--- src/rtl/counter_mod.sv ---
//==============================================================================
// Module      : counter_mod
// Description : Parametrised synchronous modulo-MOD up/down counter with
//               synchronous load, registered cascade flags (carry/borrow),
//               combinational end-of-range decodes and optional saturation.
//               Chained instances build multi-digit timer fields: one
//               stage's carry_o/borrow_o feeds the next stage's inc_i/dec_i.
//
// Parameters  : MOD  - counting modulus, q_o ranges 0..MOD-1 (MOD >= 2)
//               W    - width of q_o and d_i (2**W >= MOD)
//               WRAP - 1: wrap at the ends, 0: saturate at the ends
//
// Ports       : clk_i      in   clock, all state changes on rising edge
//               rst_i      in   synchronous active-high reset
//               inc_i      in   count-up request
//               dec_i      in   count-down request
//               load_i     in   synchronous load of d_i
//               d_i        in   load value (clamped to MOD-1)
//               q_o        out  current count
//               carry_o    out  one-cycle pulse after an up-overflow
//               borrow_o   out  one-cycle pulse after a down-underflow
//               at_max_o   out  high while q_o == MOD-1
//               at_zero_o  out  high while q_o == 0
//
// Build option: COUNTER_MOD_EDGE_EN
//               defined   - inc_i/dec_i are level inputs; an event is a
//                           rising edge against a history register
//               undefined - strobe mode, every high cycle is one event
//
// Revision    : 1.0 - initial release
//==============================================================================

`default_nettype none

module counter_mod #(
    parameter int MOD  = 6,
    parameter int W    = 3,
    parameter bit WRAP = 1'b1
) (
    input  logic         clk_i,
    input  logic         rst_i,
    input  logic         inc_i,
    input  logic         dec_i,
    input  logic         load_i,
    input  logic [W-1:0] d_i,
    output logic [W-1:0] q_o,
    output logic         carry_o,
    output logic         borrow_o,
    output logic         at_max_o,
    output logic         at_zero_o
);

    // Range constants held one bit wider than q so MOD == 2**W is
    // representable and the compare/increment cannot alias.
    localparam logic [W:0] c_mod_ext = (W+1)'(MOD);
    localparam logic [W:0] c_max_ext = (W+1)'(MOD - 1);

    // -------------------------------------------------------------------------
    // State
    // -------------------------------------------------------------------------
    logic [W-1:0] q_q;
    logic [W-1:0] q_d;
    logic         carry_q;
    logic         carry_d;
    logic         borrow_q;
    logic         borrow_d;

    // -------------------------------------------------------------------------
    // Event qualification
    // -------------------------------------------------------------------------
    logic w_up_evt;
    logic w_dn_evt;

`ifdef COUNTER_MOD_EDGE_EN
    // History registers reset to 1 so an input already high when reset is
    // released is not mistaken for a fresh press. They track the inputs on
    // every non-reset cycle, including load cycles, so a press that lands
    // on a load is consumed rather than deferred.
    logic inc_q;
    logic dec_q;

    always_ff @(posedge clk_i) begin
        if (rst_i) begin
            inc_q <= 1'b1;
            dec_q <= 1'b1;
        end else begin
            inc_q <= inc_i;
            dec_q <= dec_i;
        end
    end

    assign w_up_evt = inc_i & ~inc_q;
    assign w_dn_evt = dec_i & ~dec_q;
`else
    assign w_up_evt = inc_i;
    assign w_dn_evt = dec_i;
`endif

    // -------------------------------------------------------------------------
    // Widened arithmetic
    // -------------------------------------------------------------------------
    logic [W:0] w_q_ext;
    logic [W:0] w_d_ext;
    logic [W:0] w_q_inc;
    logic [W:0] w_q_dec;
    logic       w_q_top;
    logic       w_q_bot;
    logic       w_d_ok;

    assign w_q_ext = {1'b0, q_q};
    assign w_d_ext = {1'b0, d_i};
    assign w_q_inc = w_q_ext + 1'b1;
    assign w_q_dec = w_q_ext - 1'b1;

    // ">=" rather than "==" so any out-of-range value is treated as the top
    // end and pulled back into range on the next up event.
    assign w_q_top = (w_q_ext >= c_max_ext);
    assign w_q_bot = (w_q_ext == '0);
    assign w_d_ok  = (w_d_ext < c_mod_ext);

    // Carry-out bits of the widened adders are never needed: the top/bottom
    // compares above already steer around the overflow cases.
    logic w_unused;
    assign w_unused = w_q_inc[W] ^ w_q_dec[W];

    // -------------------------------------------------------------------------
    // Next-state logic
    // -------------------------------------------------------------------------
    always_comb begin
        q_d      = q_q;
        carry_d  = 1'b0;
        borrow_d = 1'b0;

        if (load_i) begin
            // Out-of-range load values clamp to the top of the range.
            q_d = w_d_ok ? d_i : c_max_ext[W-1:0];
        end else if (w_up_evt && !w_dn_evt) begin
            if (w_q_top) begin
                carry_d = 1'b1;
                q_d     = WRAP ? '0 : c_max_ext[W-1:0];
            end else begin
                q_d = w_q_inc[W-1:0];
            end
        end else if (w_dn_evt && !w_up_evt) begin
            if (w_q_bot) begin
                borrow_d = 1'b1;
                q_d      = WRAP ? c_max_ext[W-1:0] : '0;
            end else begin
                q_d = w_q_dec[W-1:0];
            end
        end
        // Simultaneous up and down, or no event: hold, flags low.
    end

    // -------------------------------------------------------------------------
    // State register
    // -------------------------------------------------------------------------
    always_ff @(posedge clk_i) begin
        if (rst_i) begin
            q_q      <= '0;
            carry_q  <= 1'b0;
            borrow_q <= 1'b0;
        end else begin
            q_q      <= q_d;
            carry_q  <= carry_d;
            borrow_q <= borrow_d;
        end
    end

    // -------------------------------------------------------------------------
    // Outputs
    // -------------------------------------------------------------------------
    assign q_o       = q_q;
    assign carry_o   = carry_q;
    assign borrow_o  = borrow_q;
    // Decoded from the registered count only, never from the inputs.
    assign at_max_o  = (q_q == c_max_ext[W-1:0]);
    assign at_zero_o = (q_q == '0);

endmodule

`default_nettype wire

--- config.mk ---
export PLATFORM = sky130hd
export DESIGN_NAME = counter_mod
export DESIGN_NICKNAME = d
export VERILOG_FILES = /design/src/rtl/counter_mod.sv
export SDC_FILE = /design/constraint.sdc
export NUM_CORES = 1
export LEC_CHECK = 0
export ABC_AREA = 1
export CAP_MARGIN = 0
export CORE_AREA = 5 5 42 44
export CTS_BUF_LIST = sky130_fd_sc_hd__clkbuf_16
export DETAILED_ROUTE_END_ITERATION = 6
export DIE_AREA = 0 0 47 49
export DONT_BUFFER_PORTS = 1
export PLACE_DENSITY_LB_ADDON = 0.08
export REMOVE_ABC_BUFFERS = 1
export SKIP_LAST_GASP = 1
export SYNTH_ARGS = -nofsm -noshare
export SYNTH_HDL_FRONTEND = slang
export SYNTH_SLANG_ARGS = --single-unit
export TNS_END_PERCENT = 10
--- constraint.sdc ---
create_clock -name clk_i -period 1.7 [get_ports clk_i]
set_input_delay 0.17 -clock clk_i [delete_from_list [all_inputs] [get_ports clk_i]]
set_output_delay 0.17 -clock clk_i [all_outputs]
set_load 0.03 [all_outputs]
; ---- Yosys cells after proc, flatten, opt, wreduce, memory -nomap -nowiden
; Index checks and enable logic that the tools add are counted.
[totals]
romBits = 0
memories = 0
ramBits = 0
regBits = 5
out_inout_bits = 7
latch_bits = 0
wordCells = 27
[op_classes]
n_addsub = 2
reduce_logical = 9
n_lt_le_gt_ge = 2
multipliers = 0
shifts = 0
div_mod_pow = 0
n_mux = 8
bitwise = 2
eq_ne = 1
[ops]
columns = cell, n
row1 = 2-to-1 mux 3 bit, 6
row2 = logical NOT 4 bit, 1
row3 = OR reduction 4 bit, 1
row4 = "adder 3 x 1 -> 3 bit, second input constant", 1
row5 = "== test 3 bit, second input constant", 1
row6 = "greater-or-equal comparator 3 bit, second input constant", 1
row7 = logical NOT 3 bit, 1
row8 = "less-than comparator 3 bit, second input constant", 1
row9 = nonzero test 3 bit, 1
row10 = OR reduction 3 bit, 1
row11 = "subtractor 3 x 1 -> 3 bit, second input constant", 1
row12 = logical AND 1 bit, 2
row13 = logical NOT 1 bit, 2
row14 = 2-to-1 mux 1 bit, 2
row15 = NOT 1 bit, 2

; ---- Depth between registers and ports, before layout
; Gate-level depths: netlist (run 1).
[depth]
ltp_word = 5
ltp_mapped = 7
depth_no_buf = 7

; ---- Least setup slack after synthesis (run 1)
; OpenSTA, ideal clock, no wires.
[synth_path]
path_kind = register to register
from = reg q_q[0] (netlist: q_o[0])
to = reg q_q[0] (netlist: q_o[0])
arrival_ns = 1.518
setup_time_ns = 0.118
period_less_slack_ns = 1.636
t_required_ns = 1.582
stages_incl_launch_ff = 8
path_buffers = 0
path_slack_ns = 0.064
cell_sequence = dfxtp_1 > inv_1 > ha_1 > ha_1 > nand3_2 > o21ai_0 > nand2_1 > a21oi_2
[synth_between]
elab_chain_len = 5
[synth_rtl]
columns = element, line_no
row1 = start: declaration, 61  ; logic [W-1:0] q_q;
row2 = start signal: assignment, 164  ; q_q <= q_d;
row3 = subtractor 3 x 1 -> 3 bit or logical NOT 4 bit (tied branches), "113, 118"
row4 = 2-to-1 mux 3 bit, 145  ; if (w_q_bot) begin
row5 = 2-to-1 mux 3 bit, 144  ; end else if (w_dn_evt && !w_up_evt) begin
row6 = 2-to-1 mux 3 bit *, 137  ; end else if (w_up_evt && !w_dn_evt) begin
row7 = 2-to-1 mux 3 bit *, 134  ; if (load_i) begin
; Every way passes the cells marked *; elsewhere a longest branch is shown, timed or not. The select of a mux whose other input is x is not followed.
; A chain may end at the register's enable or synchronous reset.

; ---- Worst setup path after layout (run 1)
[layout_path]
from = reg q_q[0] (netlist: q_o[0])
to = out at_zero_o
[layout_between]
elab_chain_len = 1
[layout_rtl]
columns = element, line_no
row1 = logical NOT 3 bit, 178  ; assign at_zero_o = (q_q == '0);
row2 = end: declaration, 50  ; output logic at_zero_o
; No other way between the ends.

==> results.py, run 1 <==
metrics = {
    "clock_tree": {
        "cts_resized": 0,
        "cts_setup_buffers": 0,
        "htree_levels": 1,
        "insertion_delay_ns": 0.23,
        "clk_pin_slew_ns": 0.03,
        "numCtsBuffers": 3,
        "cts_tree": "yes",
        "ctsHoldBuffers": 0,
        "cts.sinks": 5,
        "cts_root_buf": "clkbuf_16",
        "cts_buffer_depth": 2,
    },
    "grt": {
        "grt_max_degree": 8,
        "grt_pass1_vias": 388,
        "overflow": 0,
        "grt_pass1_wl_microns": 1680,
        "antenna_found_initial": 0,
        "grt_use_total_pct": 10.7,
    },
    "route": {
        "wl_per_cell_microns": 12.6,
        "routed_via_density": 4.71,
        "finalWirelength_microns": 1040,
        "num_vias": 391,
        "firstDrtPassIters": 3,
        "drt_iter0_drc": 7,
        "drtAntennaViolNets": 0,
        "drc": 0,
    },
    "power_and_ir_drop": {
        "leakage_nw": 0.277,
        "pwr-share-comb_pct": 21.9,
        "p_switching_mw": 0.179,
        "power_frac_seq_pct": 19.8,
        "ir_drop_uv": 439,
        "clock_power_share_pct": 58.3,
        "internal_power_mw": 0.483,
        "power_mw": 0.662,
        "switching_share_pct": 27.0,
        "p_per_area_mw_per_mm2": 1220,
    },
    "placement": {
        "dp.cells": 79,
        "gp_congestion": 0.774,
        "portBuffers": 0,
        "dpl.hpwl_microns": 878,
        "place_area_sq_um": 464,
    },
    "layout": {
        "nets": 80,
        "fin_area_sq_um": 543,
        "area_growth_pct": 29.6,
        "fin_cells": 83,
        "most-common-layout-cells": "10 x inv_1, 10 x nand2_1, 5 x dfxtp_1",
        "multi_input_area_sq_um": 269,
        "area.sequential_sq_um": 100,
        "diodes": 0,
        "fillers": 161,
        "drive_gt1_share_pct": 28.4,
    },
    "die": {
        "rows": 14,
        "die_w_microns": 47,
        "core_sq_mm": 0.00140,
        "initial_core_util_pct": 29.9,
        "die_area_sq_mm": 0.00230,
        "num_io_pins": 15,
        "die_h_microns": 49,
    },
    "synth": {
        "synth-seq-cells": 5,
        "ys_types": 22,
        "synth-edff-count": 0,
        "synthArstFlopShare_pct": 0,
        "synth_top_area_share_pct": 23.9,
        "syn_inst": 60,
        "ys_seq_area_share_pct": 23.9,
        "synth_area_leaders": "dfxtp_1 24%, ha_1 12%, nand2_1 9.0%",
        "yosys.area.top_type": "dfxtp_1",
        "syn_area_sq_um": 419,
        "ys.flop_type": "dfxtp_1",
        "syn_area_per_cell_sq_um": 6.99,
        "synth_warnings": 0,
    },
    "worst_setup_path": {
        "critical_path_arrival_ns": 1.23,
        "crit_required_ns": 1.53,
        "ff2ff_path_depth": 6,
        "critPathLaunchType": "flip-flop",
        "cp-end-kind": "primary output",
        "worstPathMaxFanout": 3,
        "r2r_setup_slack_ns": 0.43,
        "path_class": "flip-flop to primary output",
    },
    "hold_path": {
        "hold_depth": 1,
        "hold_class": "input pin to flip-flop",
    },
    "sta": {
        "finalSetupTns_ns": 0,
        "hold_ws_ns": 0.0170,
        "max_freq_ghz": 0.715,
        "drv_slew": 0,
        "finalCriticalPeriod_ns": 1.40,
        "fin_worst_skew_ns": 0.00103,
        "period_share_pct": 82.2,
        "rsz0062_at_grt": "false",
        "final-hold-violation-count": 0,
        "worst_slew_pin_slew_ns": 0.294,
        "maxSlewHeadroom_pct": 80.4,
        "setup_violations": 0,
    },
    "outcome": {
        "status": "completed",
    },
    "run": {
        "max_cap_violations": 0,
    },
}
-- registers in the layout, indices dropped and copies added (netlist names) --
register  count
borrow_o      1
q_o           3
carry_o       1
-- per-layer routing --
layer | track usage (%) | wire (microns) | vias to the layer above
met5 | 0 | 0 | -
met4 | 6.91 | 14 | 0
met3 | 5.17 | 94 | 2
met2 | 14.7 | 457 | 13
met1 | 12.7 | 476 | 173
li1 | - | - | 203
-- through the flow --
step | setup slack [ns] | util, %
floorplan | 0.0631 | -
global placement | 0.424 | 33.1
detailed placement | 0.406 | 33.1
CTS | 0.299 | 38.8
global route | 0.258 | 38.8
finish | 0.302 | 38.8
-- cell type report --
class | instances | share of cell area, %
sequential | 5 | 18.4
tap | 16 | 3.69
timing repair buffer | 4 | 5.53
clock buffer | 3 | 13.8
clock inverter | 1 | 0.691
multi-input combinational | 42 | 49.5
inverter | 12 | 8.29
-- power by group through the flow --
| stage | sequential (mW) | clock (mW) | combinational [mW] |
|---|---|---|---|
| 2_1_floorplan | 0.154 | 0 | 0.0892 |
| 3_3_place_gp | 0.133 | 0 | 0.150 |
| 3_5_place_dp | 0.133 | 0 | 0.147 |
| 4_1_cts | 0.131 | 0.392 | 0.147 |
| 5_1_grt | 0.132 | 0.404 | 0.162 |
| 6_report | 0.131 | 0.386 | 0.145 |
-- synthesized netlist by cell type, types with 2 or more instances --
master and n:
a21oi_1 2, a21oi_2 2, dfxtp_1 5, ha_1 4, inv_1 9, inv_2 3
nand2_1 10, nand2_2 2, nand3_1 4, nor2_1 4, nor3_1 2, o21ai_0 2
o21ai_1 2
-- worst paths after layout --
kind	from	endpoint
max	q_o[0]	at_zero_o
min reg2reg	q_o[0]	carry_o
max reg2reg	q_o[0]	q_o[2]
min	rst_i	borrow_o
-- worst max-delay path: stages, from the launching register on --
cell     delay, ns
dfxtp_1       0.32
inv_1         0.06
ha_1          0.22
ha_1          0.23
buf_4         0.18
-- kinds of logic (layout without fill, tap and decap cells) --
kind of cell	Yosys count	count (layout)	synth area share, %
compound gates	9	9	13.4
buf+inv	13	20	11.9
simple gates	28	28	36.7
flops	5	5	23.9
fa+ha+maj	4	4	11.9
xor+xnor	1	1	2.09
(Power assumes the default switching activity.)
==> run 2, diff against run 1 <==
==> constraint.sdc (replaced) <==
create_clock -name clk_i -period 1.2 [get_ports clk_i]
set_input_delay 0.12 -clock clk_i [delete_from_list [all_inputs] [get_ports clk_i]]
set_output_delay 0.12 -clock clk_i [all_outputs]
set_load 0.03 [all_outputs]
==> run 2 against run 1 <==
  * Highest routed layer unchanged
  * Worst setup slack worse by 0.32 ns
  * Final cell count is 7.2% higher
  * Utilization rose by 9.6 points
  * Critical path depth unchanged
  * The run now ends with setup timing left
  * Power rose by 55%
  * Register-to-register slack got worse by 0.43 ns
  * Combinational power increased by 110%
  * Critical path type unchanged
  * Sequential share of layout area fell by 3.5 points
  * Non-clock buffer count rose by 6
==> results.py, run 2 (synthesis gave the netlist of run 1 again) <==
metrics = {
    "die": {
        "die_w_microns": 47,
        "die_area_sq_mm": 0.00230,
        "num_io_pins": 15,
        "die_h_microns": 49,
        "initial_core_util_pct": 29.9,
        "core_sq_mm": 0.00140,
        "rows": 14,
    },
    "worst_setup_path": {
        "ff2ff_path_depth": 8,
        "r2r_setup_slack_ns": 0,
        "r2r-end": "q_o[1]",
        "r2r-start": "q_o[1]",
        "critPathLaunchType": "flip-flop",
        "max_stage_delay_ns": 0.31,
        "critical_path_arrival_ns": 1.10,
        "path_class": "flip-flop to primary output",
        "worstPathMaxFanout": 3,
        "slowest_stage": "dfxtp_1",
        "crit_top_cell": "ha_4",
        "cp-end-kind": "primary output",
        "crit_required_ns": 1.08,
        "path_cells": "inv_1 -> ha_4 -> ha_4 -> buf_6",
    },
    "clock_tree": {
        "numCtsBuffers": 3,
        "cts_tree": "yes",
        "cts.sinks": 5,
        "insertion_delay_ns": 0.23,
        "clk_pin_slew_ns": 0.03,
        "cts_root_buf": "clkbuf_16",
        "cts_buffer_depth": 2,
        "htree_levels": 1,
    },
    "sta": {
        "setup_violations": 2,
        "final-hold-violation-count": 0,
        "fin_worst_skew_ns": 0.00129,
        "worst_slew_pin_slew_ns": 0.290,
        "finalSetupTns_ns": -0.0378,
        "maxSlewHeadroom_pct": 80.6,
        "rsz0062_at_grt": "true",
        "drv_slew": 0,
        "period_share_pct": 102,
        "max_freq_ghz": 0.818,
        "setup_slack_ns": -0.0226,
        "finalCriticalPeriod_ns": 1.22,
    },
    "grt": {
        "grt_pass1_wl_microns": 1990,
        "overflow": 0,
        "grt_use_total_pct": 12.4,
        "grt_pass1_vias": 432,
        "antenna_found_initial": 0,
        "grt_max_degree": 8,
    },
    "route": {
        "drt_iter0_drc": 5,
        "drc": 0,
        "routed_via_density": 4.87,
        "firstDrtPassIters": 4,
        "num_vias": 433,
        "wl_per_cell_microns": 13.9,
        "finalWirelength_microns": 1240,
        "drtAntennaViolNets": 0,
    },
    "layout": {
        "fin_area_sq_um": 678,
        "area_growth_pct": 61.8,
        "most-common-layout-cells": "9 x nand2_1, 8 x inv_1, 5 x buf_4",
        "drive_gt1_share_pct": 47.9,
        "diodes": 0,
        "final_common_cell": "nand2_1",
        "fin_util_pct": 48.4,
        "nets": 86,
        "largest_register_ffs": 3,
    },
    "placement": {
        "portBuffers": 0,
        "gp_congestion": 0.776,
        "dpl.hpwl_microns": 923,
        "place_area_sq_um": 494,
    },
    "power_and_ir_drop": {
        "p_per_area_mw_per_mm2": 1520,
        "leakage_nw": 0.320,
        "ir_drop_uv": 675,
    },
    "outcome": {
        "violations": "setup timing",
        "status": "finished with violations",
    },
    "hold_path": {
        "hold_start": "dec_i",
        "hold-path-endpoint": "borrow_o",
        "hold_depth": 2,
        "hold_class": "input pin to flip-flop",
    },
    "run": {
        "max_cap_violations": 0,
    },
}
run 2: worst max path at each step:
stage,startpoint,endpoint,slack (ns)
floorplan,q_o[0],q_o[0],-0.44
global placement,q_o[0],q_o[2],-0.06
detailed placement,q_o[0],q_o[2],-0.08
CTS,q_o[1],at_max_o,-0.01
global route,q_o[0],q_o[2],-0.08
finish,q_o[0],at_zero_o,-0.02
run 2: metrics by stage:
stage	hold WS (ns)	power [mW]	worst slack (ns)	cells
finish	0.0775	1.03	-0.0226	89
global placement	0.199	0.418	-0.0622	83
floorplan	0.197	0.344	-0.437	59
detailed placement	0.202	0.416	-0.0773	83
global route	0.0898	1.08	-0.0828	89
CTS	0.0839	1.02	-0.0135	89
run 2: critical path, delay by kind of cell, from the launching register on:
family     cells  cell delay, ns
fa+ha+maj      2            0.35
flops          1            0.31
buf+inv        2            0.21
run 2: timing repair:
action	in CTS	in global routing
endpoints found under the hold margin	2	0
gates resized for setup	18	3
pin swaps	2	1
buffers inserted	0	0
setup endpoints to repair	6	7
hold buffers	2	0
run 2: area by class of cell:
cell class	count	area (sq um)
clock buffers	3	75.1
clock inverters	1	3.75
fillers	142	723
inverters	12	50.0
multi-input cells	42	337
flip-flops and latches	5	101
well taps	16	20.0
repair buffers	10	91.3
run 2: power breakdown:
| part | switching [mW] | total [mW] | leakage, nW | internal, mW |
|---|---|---|---|---|
| Combinational | 0.170 | 0.301 | 0.237 | 0.131 |
| Clock | 0.109 | 0.540 | 0.0423 | 0.432 |
| Sequential | 0.00747 | 0.187 | 0.0414 | 0.179 |
run 2: routing by layer:
metal	share of wire (%)	vias to the layer above	GRT usage [%]
met2	49	18	19.0
li1	-	217	-
met1	40	194	14.4
met4	2.4	0	5.53
met5	0	-	0
met3	8.5	4	5.54
==> run 3, diff against run 2 <==
--- a/config.mk
+++ b/config.mk
@@ -6,7 +6,7 @@
 export NUM_CORES = 1
 export LEC_CHECK = 0
 export ABC_AREA = 1
-export CAP_MARGIN = 0
+export CAP_MARGIN = 20
 export CORE_AREA = 5 5 42 44
 export CTS_BUF_LIST = sky130_fd_sc_hd__clkbuf_16
 export DETAILED_ROUTE_END_ITERATION = 6
==> results of run 3 <==
Same layout as run 2: the final DEF is identical, and so are final timing and power.
==> edit: new RTL, config.mk and constraints of run 3 <==
`W`: 3 -> 4.
--- a/src/rtl/counter_mod.sv
+++ b/src/rtl/counter_mod.sv
@@ -34,7 +34,7 @@
 
 module counter_mod #(
     parameter int MOD  = 6,
-    parameter int W    = 3,
+    parameter int W    = 4,
     parameter bit WRAP = 1'b1
 ) (
     input  logic         clk_i,
Ports: changed (resized d_i and q_o); port bits go from 15 to 17. No check against the original RTL was run, so the function may have changed too.
==> edit against run 3 <==
  * The run still ends with negative setup slack left
  * Highest routed layer unchanged
  * Via count is 19% higher
  * Count of clock-buffer cells in the layout stayed put
  * Fmax is 3.4% lower
  * Largest cell class unchanged
  * Synthesized area is 13% higher
  * Routed wire length is 11% higher
  * Cell area is 8.1% higher
  * Power is 7.0% higher
  * Worst setup slack worse by 43 ps
  * Sequential cell count is 1 higher
  * Hold slack worse by 29 ps
==> edit: results (changes against run 3) <==
[sta]
tns_ps = -146  ; was -37.8 ps
setup_viol = 4  ; was 2
fin_ws_ps = -65.8  ; was -22.6 ps

[layout]
n_fill_cell = 140  ; was 142
multi_input_area_share_pct = 51.0  ; was 49.6%
nNetsFinal = 102  ; was 86
largest_reg_flops = 4  ; was 3
buffer_area_share_pct = 13.5  ; about the same
num-nonclk-buffers = 11  ; was 10
seqAreaFraction_pct = 17.1  ; was 14.9%
final-clk-cell-share_pct = 10.2  ; was 11.6%

[worst_hold_path]
worstHoldStart = rst_i  ; was dec_i
whs_endpoint = q_o[0]  ; was borrow_o

[yosys]
synth.distinct_cells = 20  ; was 22
ys_top_cells_by_count = nand2_1, inv_1, dfxtp_1, nand3_1, nor2_1  ; was nand2_1, inv_1, dfxtp_1
synthXorXnorAreaFrac_pct = 1.85  ; was 2.09%
synth_adder_area_share_pct = 7.94  ; was 11.9%
synth_seq_area_share_pct = 25.4  ; was 23.9%
synth_area_leaders = dfxtp_1, nand2_1, ha_1  ; was dfxtp_1, ha_1, nand2_1
synth-compound-area-share_pct = 15.1  ; was 13.4%

[setup_path]
crit_path_end = at_max_o  ; was at_zero_o
critPathTopFamily = flip-flops  ; was adder cells
max_stage_delay_ps = 380  ; was 310 ps
r2r_cells = 6  ; was 8
crit_arrival_ps = 1150  ; was 1100 ps
cp_slowest_cell = dfxtp_4  ; was dfxtp_1

[placement]
place_hpwl_um = 1020  ; was 923 um
dpl_worst_slack_ps = -129  ; was -77.3 ps
globalplace.congestion = 0.758  ; was 0.776

[route]
met1_length_um = 583  ; was 499 um
vias = 516  ; was 433
avgRoutedWirePerCell_um = 13.2  ; was 13.9 um
wl_met3_um = 93  ; was 105 um

[status]
violations = negative setup slack  ; unchanged
status = finished with violations  ; unchanged

[global_route]
grt_start_max_net_pins = 7  ; was 8
met3_usage_pct = 4.06  ; was 5.54%
grt_util_all_layers_pct = 13.9  ; was 12.4%
globalRouteMet1Util_pct = 17.5  ; was 14.4%

[power]
peakVddDrop_mv = 0.849  ; was 0.675 mV
p_switching_uw = 326  ; was 286 uW
comb-power_uw = 313  ; was 301 uW
power_leakage_uw = 0.000336  ; was 0.000320 uW
power.share.clock_pct = 49.6  ; was 52.5%

[clock_tree]
cts_sinks = 6  ; was 5

==> edit: cell count changes in the layout (fill, tap and decap cells not counted), sizes merged <==
cell / run 3 / this run
a21oi: 4 / 7
nand3b: 1 / 2
nor2: 5 / 10
o211ai: 0 / 1
ha: 4 / 3
buf: 8 / 9
o21ai: 5 / 3
inv: 13 / 10
a31oi: 0 / 1
dfxtp: 5 / 6
nand2: 13 / 21
==> edit: stage by stage <==
stage / cells / area (um^2) / hold slack (ps) / utilization, %
floorplan: 74 / 473 / 182 / -
global placement: 99 / 561 / 184 / 40.0
detailed placement: 99 / 561 / 185 / 40.0
CTS: 104 / 708 / 53.6 / 50.5
global route: 104 / 733 / 78.4 / 52.3
finish: 104 / 733 / 48.2 / 52.3
==> edit: what timing repair did <==
action / 4_1_cts / 5_1_grt
endpoints found under the hold margin: 4 / 0
setup endpoints to repair: 8 / 7
resized for setup: 16 / 7
pin swaps: 2 / 4
hold buffers: 2 / 0
